--- src/rtl/spi_master_arbiter.sv ---
`default_nettype none
// ============================================================================
// Module      : spi_master_arbiter
// Description : Round-robin arbiter sharing one spi_master frame engine among
//               NREQ requesters. It grants one owner, launches a frame,
//               supervises it with a timeout and returns the received word
//               with a one-cycle done (or err) pulse to that owner.
// Revision    : 1.0 - initial release
// ============================================================================
module spi_master_arbiter #(
    parameter int NREQ    = 4,
    parameter int DW      = 24,
    parameter int TIMEOUT = 1023
) (
    input  logic               clk,
    input  logic               rst,
    input  logic [NREQ-1:0]    req,
    input  logic [NREQ*DW-1:0] req_data,
    output logic [NREQ-1:0]    gnt,
    output logic [NREQ-1:0]    done,
    output logic [NREQ-1:0]    err,
    output logic [DW-1:0]      rd_data,
    output logic               busy,
    output logic               m_start,
    output logic [DW-1:0]      m_tx_data,
    output logic               m_abort,
    input  logic               m_busy,
    input  logic               m_done,
    input  logic [DW-1:0]      m_rx_data
);

    localparam int PW = (NREQ > 1) ? $clog2(NREQ) : 1;
    localparam int CW = $clog2(TIMEOUT + 1);

    typedef enum logic [1:0] {
        S_IDLE  = 2'd0,
        S_START = 2'd1,
        S_WAIT  = 2'd2,
        S_RESP  = 2'd3
    } state_t;

    state_t          r_state;
    state_t          w_state_nxt;
    logic [PW-1:0]   r_ptr;
    logic [PW-1:0]   r_owner;
    logic [CW-1:0]   r_cnt;
    logic [PW-1:0]   w_win;
    logic [PW-1:0]   w_ptr_nxt;
    logic [PW:0]     w_sum;
    logic [PW:0]     w_ptr_sum;
    logic            w_found;
    logic            w_grant;
    logic            w_timeout;
    logic [NREQ-1:0] w_owner_oh;

    // Owner index expanded to a one-hot vector for gnt/done/err
    assign w_owner_oh = {{(NREQ-1){1'b0}}, 1'b1} << r_owner;
    assign busy       = (r_state != S_IDLE);
    // Grant is held through START/WAIT/RESP and drops as soon as IDLE is entered
    assign gnt        = busy ? w_owner_oh : '0;

    // Round-robin search starting at r_ptr, wrapping modulo NREQ
    always_comb begin
        w_found   = 1'b0;
        w_win     = '0;
        w_sum     = '0;
        w_ptr_sum = '0;
        w_ptr_nxt = '0;
        for (int k = 0; k < NREQ; k++) begin
            w_sum = {1'b0, r_ptr} + (PW+1)'(k);
            if (w_sum >= (PW+1)'(NREQ)) begin
                w_sum = w_sum - (PW+1)'(NREQ);
            end
            if (!w_found && req[w_sum[PW-1:0]]) begin
                w_found = 1'b1;
                w_win   = w_sum[PW-1:0];
            end
        end
        w_ptr_sum = {1'b0, w_win} + (PW+1)'(1);
        w_ptr_nxt = (w_ptr_sum == (PW+1)'(NREQ)) ? '0 : w_ptr_sum[PW-1:0];
    end

    // Transaction FSM state register
    always_ff @(posedge clk) begin
        if (rst) begin
            r_state <= S_IDLE;
        end else begin
            r_state <= w_state_nxt;
        end
    end

    // Next-state and pulse outputs; m_done beats a coincident timeout
    always_comb begin
        w_state_nxt = r_state;
        w_grant     = 1'b0;
        w_timeout   = (r_cnt == CW'(TIMEOUT));
        m_start     = 1'b0;
        m_abort     = 1'b0;
        done        = '0;
        err         = '0;
        case (r_state)
            S_IDLE: begin
                if (w_found && !m_busy) begin
                    w_grant     = 1'b1;
                    w_state_nxt = S_START;
                end
            end
            S_START: begin
                m_start     = 1'b1;
                w_state_nxt = S_WAIT;
            end
            S_WAIT: begin
                if (m_done) begin
                    w_state_nxt = S_RESP;
                end else if (w_timeout) begin
                    m_abort     = 1'b1;
                    err         = w_owner_oh;
                    w_state_nxt = S_IDLE;
                end
            end
            S_RESP: begin
                done        = w_owner_oh;
                w_state_nxt = S_IDLE;
            end
            default: begin
                w_state_nxt = S_IDLE;
            end
        endcase
    end

    // Owner/pointer capture at grant, frame timeout counter and rx capture
    always_ff @(posedge clk) begin
        if (rst) begin
            r_ptr     <= '0;
            r_owner   <= '0;
            r_cnt     <= '0;
            rd_data   <= '0;
            m_tx_data <= '0;
        end else begin
            if (w_grant) begin
                // Pointer moves past the winner at grant; the same rotation
                // therefore applies whether the frame completes or times out
                r_owner   <= w_win;
                r_ptr     <= w_ptr_nxt;
                m_tx_data <= req_data[w_win*DW +: DW];
            end
            if (r_state == S_START) begin
                r_cnt <= '0;
            end else if (r_state == S_WAIT && !w_timeout) begin
                r_cnt <= r_cnt + CW'(1);
            end
            if (r_state == S_WAIT && m_done) begin
                rd_data <= m_rx_data;
            end
        end
    end

endmodule
`default_nettype wire

--- config.mk ---
export PLATFORM = sky130hd
export DESIGN_NAME = spi_master_arbiter
export DESIGN_NICKNAME = d
export VERILOG_FILES = /design/src/rtl/spi_master_arbiter.sv
export SDC_FILE = /design/constraint.sdc
export NUM_CORES = 1
export LEC_CHECK = 0
export ABC_CLOCK_PERIOD_IN_PS = 1800
export BUFFER_PORTS_ARGS = -buffer_cell sky130_fd_sc_hd__buf_2
export CAP_MARGIN = 20
export CORE_MARGIN = 2
export CORE_UTILIZATION = 39
export DETAILED_ROUTE_END_ITERATION = 10
export PLACE_DENSITY = 0.86
export SYNTH_ARGS = -nofsm -noshare
export SYNTH_HDL_FRONTEND = slang
export SYNTH_SLANG_ARGS = --single-unit
--- constraint.sdc ---
create_clock -name clk -period 1.8 [get_ports clk]
set_input_delay 0.36 -clock clk [delete_from_list [all_inputs] [get_ports clk]]
set_output_delay 0.36 -clock clk [all_outputs]
set_load 0.02 [all_outputs]
==> out/qor.csv <==
metric,value,unit
Leak,2.221,nW
Antenna diodes,0,
gr ovfl total,0,
CP endpoint kind,primary output,
switching power,0.001219,W
area of the multi-input gates,1839,um^2
full die area,8863,um^2
cell area after layout,4780,um^2
unrepaired setup endpoints after global routing,true,
core area,7807,um^2
setup violators final,5,
Synthesis Warnings,0,
Synth top area share,0.4043,
setup ws final,-0.3015,ns
Critical Path RT,1.44,ns
routability cong.,0.8233,
area grow syn2layout,50.81,%
most common cell in the netlist,nand2_1,
failing checks,negative setup slack,
residual DRC count,0,
Power Total,0.003936,W
"Top FF cell, synth",dfxtp_1,
# IOs,191,
critical path's top delay family,simple AND/OR/NAND/NOR gates,
CTS Sinks,64,
fin crit share,1.167,
maxcap violations,0,
number of enable flip-flop cells after synthesis,0,
Antenna Nets Post-Route,0,
row cnt,32,
worst path bufs/invs,1,
switching share of total power,0.3097,
main area contributors after synthesis,"dfxtp_1 40%, mux2i_1 16%, nand2_1 9.5%, o221ai_2 9.5%, a21oi_1 4.7%",
vias,3409,
"area leader, netlist",dfxtp_1,
Post-DP HPWL,7637,um
#FFs+latches synth,64,
hold-fix buffers at CTS,0,
H-tree depth,3,
Initial Util,0.4059,
Iter 0 DRT Violations,102,
largest net degree at the start of global routing,30,
Internal Power,0.002717,W
antenna violations before repair,0,
Crit-path slowest cell,or4_4,
Reg area,1286,um^2
Pwr per Cell Area,823.4,nW/um^2
Clk pwr share,0.289,
Vias per Instance,5.088,
Finished Layout Cells,670,
Peak VDD IR,0.0005232,V
crit path cell chain,"ha_4, nand3_2, or4_4, nor3_4, buf_6",
Max Buffers Root-to-Sink,2,
outcome,finished with violations,
Max Slew Vio Count,0,
mapped cell area,3169,um^2
Hold Crit Class,in2reg,
sequential fraction of the synthesis area,0.4043,
crit path DAT,1.74,ns
TritonCTS clock tree,done,
TritonRoute pass-1 iters,4,
WL final,9804,um
Post-synth top cells,"80 x nand2_1, 64 x dfxtp_1, 52 x mux2i_1",
final count of hold timing violations,0,
WL/cell,14.63,um
Root Driver,clkbuf_8,
number of fill cells,660,
clock-pin slew on the worst setup and hold paths,0.07,ns
Syn Nets,481,
die width,94.15,um
Port Buffers,190,
placed cells,649,
Mapped Cells,352,
CP Max Fanout,5,
Post-layout nets,692,
first-pass GRT wire length,14770,um
GRT Util Overall,0.2096,
Netlist cell types,37,
worst-skew pair later-pin latency,0.32,ns
Comb pwr share,0.301,
final setup skew,0.005746,ns
syn_area_per_cell,9.004,um^2
CP peak stage delay,0.59,ns
CTS Buf Count,9,
share of power burned in registers,0.410,
type of origin of the critical path,register,
vias in the first global route,3272,
measured slew at the worst slew-check pin,0.3437,ns
Synth async-reset ratio,0,
fmax,475.9,MHz
post-layout minimum cycle time,2.101,ns
"Cell Area, Placed",4469,um^2
Setup Crit Path Kind,reg2out,
Slew headroom,0.7700,
fraction of layout cells with a size suffix above 1,0.4859,
die height,94.15,um
-- final cells by class --
| class | count | area share |
|---|---|---|
| Clock buffer | 12 | 0.02827 |
| Timing Repair Buffer | 223 | 0.2770 |
| Tap cell | 102 | 0.02670 |
| Multi-Input combinational cell | 259 | 0.3848 |
| Inverter | 6 | 0.004712 |
| Sequential cell | 64 | 0.2691 |
| Clock inverter | 4 | 0.009424 |
-- logic make-up (layout without fill, tap and decap cells) --
group,Yosys count,after routing,share of synthesized area
xor+xnor,8,8,0.02211
fa+ha+maj,1,1,0.003947
simple gates,134,134,0.1804
compound gates,64,64,0.1844
buf+inv,29,245,0.04066
flops,64,64,0.4043
mux,52,52,0.1642
-- layer usage --
layer,vias to the layer above,track usage,share of wire
li1,1663,-,-
met5,-,0,0
met3,13,0.05538,0.045
met1,1620,0.2321,0.38
met2,113,0.3911,0.56
met4,0,0.05797,0.014
-- per-stage QoR --
stage / hold slack [ns] / TNS [ns] / util / worst slack, ns
floorplan: 0.4587 / -0.01642 / - / -0.01642
global placement: 0.4387 / -0.05160 / 0.5724 / -0.05160
detailed placement: 0.4448 / -0.5118 / 0.5724 / -0.08494
CTS: 0.2513 / -1.422 / 0.5990 / -0.3365
global route: 0.2436 / -1.842 / 0.6122 / -0.3820
finish: 0.2714 / -1.351 / 0.6122 / -0.3015
-- flip-flops by register name (all words and copies together) (netlist names) --
name / count
m_tx_data: 24
r_cnt: 10
r_owner: 2
r_ptr: 2
r_state: 2
rd_data: 24
-- tightest hold or removal path, cell delays in order --
cell and delay (ns):
buf_2 0.09, nand2_1 0.04, a21oi_1 0.05
-- timing repair --
| action | in CTS | in global routing |
|---|---|---|
| pin swaps | 5 | 7 |
| cloned | 0 | 2 |
| setup buffers | 1 | 2 |
| endpoints found under the setup margin | 5 | 19 |
| resized for setup | 7 | 8 |
-- power by group through the flow --
stage          Sequential, W  Combinational, W  Clock (W)
2_1_floorplan        0.00176          0.000562          0
3_3_place_gp         0.00164           0.00109          0
3_5_place_dp         0.00164           0.00112          0
4_1_cts              0.00161           0.00112    0.00118
5_1_grt              0.00163           0.00128    0.00127
6_report             0.00161           0.00118    0.00114
-- final timing paths --
| check | start | to | slack, ns | cells past startpoint |
|---|---|---|---|---|
| hold / removal | m_rx_data[14] | rd_data[14]$_SDFFE_PP0P_ | 0.27 | 3 |
| setup reg to reg | r_cnt[0]$_SDFFE_PP0P_ | r_cnt[8]$_SDFFE_PP0P_ | 0.01 | 8 |
| hold reg to reg | rd_data[22]$_SDFFE_PP0P_ | rd_data[22]$_SDFFE_PP0P_ | 0.45 | 2 |
| setup / recovery | r_cnt[0]$_SDFFE_PP0P_ | err[0] | -0.30 | 5 |
-- placed cells by master, fill, tap and decap left out, types with 2 or more instances in the layout --
cell,Yosys,layout
mux2i_1,52,50
xnor2_1,3,3
a21oi_1,30,29
buf_4,0,27
nand3_1,4,3
nand2_1,80,80
o221ai_2,20,20
clkbuf_8,0,9
nor2_2,0,2
xor2_1,5,5
buf_12,0,5
o221ai_1,4,4
nor2_4,0,2
nand2b_1,4,4
nor2_1,27,23
clkinv_2,0,3
clkbuf_16,0,2
nor3_1,5,4
buf_2,4,185
dfxtp_2,0,4
nand4_1,2,2
dfxtp_1,64,60
mux2i_2,0,2
clkbuf_1,16,3
a211oi_1,3,3
buf_6,2,4
inv_1,6,6
(Power assumes the default switching activity.)
